<file path="src/rtl/serial_addsub_pkg.sv">
// Shared types for the bit-serial adder/subtractor.
// FSM state encoding and the slice counter width helper.
package serial_addsub_pkg;

  typedef enum logic [1:0] {
    IDLE,
    RUN,
    DONE
  } state_t;

  function automatic int cnt_width(input int n);
    return $clog2(n) + 1;
  endfunction

endpackage

</file>
<file path="src/rtl/serial_addsub_slice.sv">
// Combinational BPC-bit ripple of full-adder cells.
// c_msb is the carry into the top bit, used for overflow.
module addsub_slice #(
  parameter int BPC = 1
) (
  input  logic [BPC-1:0] x,
  input  logic [BPC-1:0] y,
  input  logic           ci,
  output logic [BPC-1:0] sum,
  output logic           co,
  output logic           c_msb
);

  logic [BPC:0] c;

  always_comb begin
    c     = '0;
    sum   = '0;
    c[0]  = ci;
    for (int i = 0; i < BPC; i++) begin
      sum[i]  = x[i] ^ y[i] ^ c[i];
      c[i+1]  = (x[i] & y[i]) | (c[i] & (x[i] ^ y[i]));
    end
    co    = c[BPC];
    c_msb = c[BPC-1];
  end

endmodule

</file>
<file path="src/rtl/serial_addsub.sv">
// Multi-cycle adder/subtractor, BPC bits per clock, LSB first.
// start/ready/done handshake; results registered on DONE entry.
module serial_addsub
  import serial_addsub_pkg::*;
#(
  parameter int WIDTH = 8,
  parameter int BPC   = 1
) (
  input  logic             clk,
  input  logic             rst_n,
  input  logic             start,
  output logic             ready,
  input  logic [WIDTH-1:0] a,
  input  logic [WIDTH-1:0] b,
  input  logic             cin,
  input  logic             sub,
  output logic [WIDTH-1:0] s,
  output logic             cout,
  output logic             ovf,
  output logic             done
);

  localparam int N  = WIDTH / BPC;
  localparam int CW = cnt_width(N);

  state_t state_q, state_d;

  logic [WIDTH-1:0] a_q, b_q, sum_q, sum_nx;
  logic [WIDTH-1:0] s_q;
  logic [CW-1:0]    cnt_q;
  logic             c_q, cout_q, ovf_q;
  logic             accept, last;

  logic [BPC-1:0]   sl_sum;
  logic             sl_co, sl_cm;

  addsub_slice #(.BPC(BPC)) u_slice (
    .x     (a_q[BPC-1:0]),
    .y     (b_q[BPC-1:0]),
    .ci    (c_q),
    .sum   (sl_sum),
    .co    (sl_co),
    .c_msb (sl_cm)
  );

  // slice result enters from the MSB end
  assign sum_nx = (sum_q >> BPC)
                | (WIDTH'(sl_sum) << (WIDTH - BPC));

  always_ff @(posedge clk or negedge rst_n) begin
    if (!rst_n) begin
      state_q <= IDLE;
    end else begin
      state_q <= state_d;
    end
  end

  always_comb begin
    state_d = state_q;
    accept  = 1'b0;
    last    = 1'b0;
    unique case (state_q)
      IDLE: begin
        if (start) begin
          accept  = 1'b1;
          state_d = RUN;
        end
      end
      RUN: begin
        if (cnt_q == CW'(N - 1)) begin
          last    = 1'b1;
          state_d = DONE;
        end
      end
      DONE:    state_d = IDLE;
      default: state_d = IDLE;
    endcase
  end

  always_ff @(posedge clk or negedge rst_n) begin
    if (!rst_n) begin
      a_q    <= '0;
      b_q    <= '0;
      sum_q  <= '0;
      c_q    <= 1'b0;
      cnt_q  <= '0;
      s_q    <= '0;
      cout_q <= 1'b0;
      ovf_q  <= 1'b0;
    end else if (accept) begin
      a_q   <= a;
      b_q   <= sub ? ~b : b;
      c_q   <= cin ^ sub;
      cnt_q <= '0;
      sum_q <= '0;
    end else if (state_q == RUN) begin
      a_q   <= a_q >> BPC;
      b_q   <= b_q >> BPC;
      sum_q <= sum_nx;
      c_q   <= sl_co;
      cnt_q <= cnt_q + 1'b1;
      if (last) begin
        s_q    <= sum_nx;
        cout_q <= sl_co;
        ovf_q  <= sl_co ^ sl_cm;
      end
    end
  end

  assign ready = (state_q == IDLE);
  assign done  = (state_q == DONE);
  assign s     = s_q;
  assign cout  = cout_q;
  assign ovf   = ovf_q;

endmodule

</file>
<file path="config.mk">
export PLATFORM = sky130hd
export DESIGN_NAME = serial_addsub
export DESIGN_NICKNAME = d
export VERILOG_FILES = /design/src/rtl/serial_addsub_pkg.sv /design/src/rtl/serial_addsub_slice.sv /design/src/rtl/serial_addsub.sv
export SDC_FILE = /design/constraint.sdc
export NUM_CORES = 1
export LEC_CHECK = 0
export ABC_AREA = 1
export ABC_CLOCK_PERIOD_IN_PS = 1700
export CORE_MARGIN = 2
export CORE_UTILIZATION = 52
export DETAILED_ROUTE_END_ITERATION = 16
export GPL_TIMING_DRIVEN = 0
export HOLD_SLACK_MARGIN = 0.03
export PLACE_DENSITY = 0.79
export SYNTH_ARGS = -nofsm -noshare
export SYNTH_HDL_FRONTEND = slang
export SYNTH_SLANG_ARGS = --single-unit
</file>
<file path="constraint.sdc">
create_clock -name clk -period 1.7 [get_ports clk]
set_input_delay 0.425 -clock clk [delete_from_list [all_inputs] [get_ports clk]]
set_output_delay 0.425 -clock clk [all_outputs]
set_load 0.03 [all_outputs]
</file>
==> impl_metrics.tcl, run 1 <==
set metrics [dict create \
    ys_ff_latch 40 \
    yosys-top-cells-area "dfrtp_1, nand2_1, nand3_1" \
    synth.avg_cell_area_um2 8.41 \
    setup_viol 0 \
    initial_core_util_pct 53.2 \
    wl_um 3510 \
    ios 33 \
    die_h_um 64.7 \
    slew_headroom_pct 42.7 \
    place_congestion 0.753 \
    ys_async_sr_fraction_pct 100 \
    syn_to_final_growth_pct 23.0 \
    antenna_found_initial 0 \
    tightest_slew_ps 860 \
    utilization_pct 65.4 \
    stdcell_area_um2 2360 \
    synth_cell_types 26 \
    synth_common_cells "nand2_1, dfrtp_1, nand3_1" \
    worstPathArrival_ps 1220 \
    status "finished clean" \
    grt_pass1_vias 1364 \
    ys_warn_count 0 \
    cts_buffers 5 \
    drc 0 \
    hpwl_um 2470 \
    place.port_buffers 30 \
    cts_tree "built" \
    yosys.area.top_type "dfrtp_1" \
    diodes 0 \
    place_inst 306 \
    fin_hold_ws_ps 241 \
    grt_max_degree 41 \
    syn_area_um2 1920 \
    drtPass1Iterations 4 \
    cts.htree.levels 2 \
    layout-drive-gt1-share_pct 12.7 \
    die_w_um 64.7 \
    syn-instance-count 228 \
    drt_iter0_markers 76 \
    maxCapViolCount 0 \
    cts.sinks 40 \
    wl_per_cell_um 11.1 \
    dpl_cell_area_um2 2270 \
    yosys.area.top_type_share_pct 52.2 \
    worst-path-max-fanout 3 \
    core_um2 3610 \
    yosysSeqAreaShare_pct 52.2 \
    fin_setup_tns_ps 0 \
    cp-start-kind "flop" \
    grt_use_total_pct 20.0 \
    finalNonFillerCells 315 \
    crit_required_ps 1270 \
    cp-end-kind "primary output" \
    fin_skew_ps 1.99 \
    hold_buffers 0 \
    rsz0062_at_grt "no" \
    clkLatencyLatePin_ps 290 \
    irDropWorstVdd_mv 0.876 \
    max_freq_mhz 608 \
    synth-edff-count 0 \
    dieArea_um2 4190 \
    root_buffer "clkbuf_8" \
    row_count 22 \
    maxSlewViolCount 0 \
    grt_pass1_wl_um 6280 \
    power_density_nw_per_um2 1650 \
    viasPerCell 4.82 \
    grt_overflow 0 \
    finalHoldViolCount 0 \
    nets 289 \
    post-route-period-util_pct 96.8 \
    min_period_ps 1650 \
    worstSetupPathType "flop to primary output" \
    dr_total_vias 1518 \
    worst_hold_path_type "primary input to asynchronous set/reset pin" \
    ys_dominant_reg_cell "dfrtp_1" \
    leakagePower_nw 1.23 \
    ant_nets 0 \
    synth_fp_nets 251 \
    cts_buffer_depth 2 \
    clkTransAtPathRegs_ps 70 \
    yosysMostFrequentCell "nand2_1" \
]
where the power goes:
group / switching (mW) / internal [mW]
combinational: 0.981 / 0.644
clock: 0.321 / 0.324
sequential: 0.267 / 1.36
total: 1.57 / 2.33
metrics by stage:
stage          setup WS, ps  power (mW)
5_1_grt                12.2        4.23
2_1_floorplan           267        2.80
3_5_place_dp           -187        3.37
6_report               54.3        3.90
3_3_place_gp           -770        3.32
4_1_cts                6.55        3.95
worst max-delay path, stage by stage, from the launching register on:
cell             delay, ps
dfrtp_2                470
nor2_4                 150
clkdlybuf4s15_2        310
placed cells by master (no fill, tap or decap):
| master | n |
|---|---|
| nand2_1 | 116 |
| dfrtp_1 | 38 |
| inv_2 | 2 |
| nand2_2 | 1 |
| fa_1 | 1 |
| clkbuf_2 | 1 |
| clkinv_2 | 2 |
| o21ai_4 | 1 |
| nand3_1 | 14 |
| nor2_4 | 1 |
| buf_6 | 3 |
| inv_1 | 11 |
| buf_8 | 2 |
| dlygate4sd2_1 | 10 |
| nor2_8 | 1 |
| nor2_2 | 1 |
| dfrtp_2 | 2 |
| inv_4 | 1 |
| nand3_2 | 2 |
| buf_2 | 4 |
| nor2_1 | 2 |
| buf_4 | 2 |
| nand3b_1 | 1 |
| xnor2_1 | 1 |
| nand4_1 | 7 |
| clkdlybuf4s50_1 | 17 |
| o21ai_0 | 12 |
| xor2_1 | 2 |
| nand2_4 | 1 |
| ha_1 | 1 |
| clkdlybuf4s15_2 | 1 |
| clkbuf_8 | 6 |
routing by layer:
layer	global-route usage [%]	routed length, um	up-vias
met3	5.73	145	6
met2	32.3	1660	36
li1	-	-	790
met1	25.6	1650	686
met5	0	0	-
met4	7.18	59	0
logic make-up after synthesis:
| group | synth area share [%] |
|---|---|
| fa+ha+maj | 1.70 |
| buf+inv | 7.38 |
| simple gates | 33.4 |
| xor+xnor | 1.37 |
| flops | 52.2 |
| compound gates | 3.98 |
what timing repair did:
item                       4_1_cts  5_1_grt
buffers inserted                 1        0
setup endpoints to repair       12        2
pin swaps                        1        0
resized for setup               17        3
gates cloned                     0        0
worst paths after layout:
path | slack [ps] | end | depth (start not counted) | from
worst max-delay path | 50 | ready | 2 | state_q[1]
worst min-delay path | 240 | s[4] | 1 | rst_n
worst max register to register | 390 | ovf | 4 | c_q
worst min register to register | 490 | s[0] | 2 | sum_q[1]
max in group asynchronous | 860 | state_q[1] | 1 | rst_n
min in group clk | 490 | s[0] | 2 | sum_q[1]
registers in the layout, indices dropped and copies added, names as in the netlist:
signal	count
state_q	2
b_q	8
sum_q	7
cout	1
a_q	8
c_q	1
s	8
cnt_q	4
ovf	1
layout make-up:
type | instances | area [um2]
sequential | 40 | 1000
timing repair buffer | 31 | 287
clock inverter | 2 | 10.0
inverter | 14 | 55.1
clock buffer | 6 | 82.6
fill | 324 | 1250
buffer | 9 | 86.3
tap | 48 | 60.1
multi-input combinational | 165 | 774
No activity file was read; power rests on OpenSTA's default activity.
==> run 2: changes to the inputs <==
Settings changed: GPL_TIMING_DRIVEN 0 to default.
==> impl_metrics.tcl, run 2 (same netlist as run 1, synthesis figures left out) <==
set metrics [dict create \
    cts_buffer_depth 2 \
    cts_resized 10 \
    nets 288 \
    finalPower_mw 3.86 \
    grt_pass1_wl_um 6860 \
    fin_setup_tns_ps 0 \
    cp-start-kind "flop" \
    maxCapViolCount 0 \
    worstSetupPathType "flop to primary output" \
    cts_tree "built" \
    row_count 22 \
    finalNonFillerCells 314 \
    setup_viol 0 \
    fin_skew_ps 8.17 \
    drc 0 \
    diodes 0 \
    wl_um 3690 \
    wl_per_cell_um 11.7 \
    antenna_found_initial 0 \
    hold_buffers 0 \
    initial_core_util_pct 53.2 \
    ios 33 \
    place.port_buffers 32 \
    layout-drive-gt1-share_pct 11.3 \
    tightest_slew_ps 489 \
    drtPass1Iterations 4 \
    stdcell_area_um2 2350 \
    clkLatencyLatePin_ps 300 \
    cts.htree.levels 2 \
    maxSlewViolCount 0 \
    grt_use_total_pct 21.8 \
    power_density_nw_per_um2 1640 \
    clkTransAtPathRegs_ps 80 \
    cp-end-kind "primary output" \
    irDropWorstVdd_mv 0.667 \
    worst_hold_path_type "primary input to asynchronous set/reset pin" \
    hpwl_um 2670 \
    cts.sinks 40 \
    cts_buffers 5 \
    postCtsSetupRepairBufs 0 \
    final_common_cell "nand2_1" \
    rsz0062_at_grt "no" \
    grt_pass1_vias 1562 \
    min_period_ps 1600 \
    place_congestion 0.764 \
    dieArea_um2 4190 \
    final_cell_mix "nand2_1, dfrtp_1, clkdlybuf4s50_1" \
    post-route-period-util_pct 94.1 \
    grt_max_degree 41 \
    place_inst 306 \
    worstPathArrival_ps 1170 \
    status "finished clean" \
    leakagePower_nw 1.22 \
    ant_nets 0 \
    drt_iter0_markers 49 \
    crit_required_ps 1270 \
    worst-path-max-fanout 5 \
    die_h_um 64.7 \
    viasPerCell 4.90 \
    slew_headroom_pct 67.4 \
    finalHoldViolCount 0 \
    dpl_cell_area_um2 2270 \
    max_freq_mhz 625 \
    root_buffer "clkbuf_8" \
    core_um2 3610 \
    syn_to_final_growth_pct 22.5 \
    die_w_um 64.7 \
    dr_total_vias 1539 \
    grt_overflow 0 \
]
[run 2: cell count changes in the layout (fill, tap and decap cells not counted)]
cell | before | now
buf_4 | 2 | 8
buf_2 | 4 | 1
buf_6 | 3 | 0
buf_8 | 2 | 0
clkdlybuf4s50_1 | 17 | 19
buf_12 | 0 | 1
clkbuf_2 | 1 | 0
clkdlybuf4s15_2 | 1 | 0
dfrtp_1 | 38 | 39
dfrtp_2 | 2 | 1
[run 2: worst paths after layout]
| kind | from | to | slack (ps) | depth (start not counted) |
|---|---|---|---|---|
| setup / recovery | state_q[0] | ready | 100 | 2 |
| hold / removal | rst_n | b_q[6] | 180 | 2 |
| setup reg to reg | c_q | ovf | 340 | 4 |
| hold reg to reg | s[6] | s[6] | 490 | 2 |
| max in group asynchronous | rst_n | state_q[1] | 1170 | 2 |
| min in group clk | s[6] | s[6] | 490 | 2 |
[run 2: cell type report]
type | count | area [um2]
inverter | 14 | 55.1
sequential | 40 | 1000
multi-input combinational | 165 | 774
tap | 48 | 60.1
clock inverter | 2 | 10.0
timing repair buffer | 39 | 363
fill | 336 | 1260
clock buffer | 6 | 82.6
[run 2: metal layers]
| metal | GRT usage [%] | vias up | wire length, um |
|---|---|---|---|
| li1 | - | 782 | - |
| met1 | 25.2 | 703 | 1540 |
| met2 | 38.1 | 45 | 1890 |
| met3 | 6.25 | 9 | 181 |
| met4 | 8.24 | 0 | 74 |
| met5 | 0 | - | 0 |
[run 2: where the power goes]
part	switching (mW)	leakage (nW)	total [mW]	internal, mW
registers	0.278	0.506	1.64	1.36
clock network	0.321	0.0510	0.645	0.323
logic	0.980	0.666	1.57	0.594
[run 2: critical path, cell delays in order (launching register included)]
cell and delay, ps:
dfrtp_1 490, nor2_4 200, buf_4 180
[run 2: stage by stage]
step                      setup slack [ps]  util [%]  hold slack [ps]
after floorplan                        267         -              129
after global placement                 169      62.8              462
after detailed placement               124      62.8              477
after CTS                             31.8      65.1              186
after global routing                  49.7      65.1              213
final                                  101      65.1              176
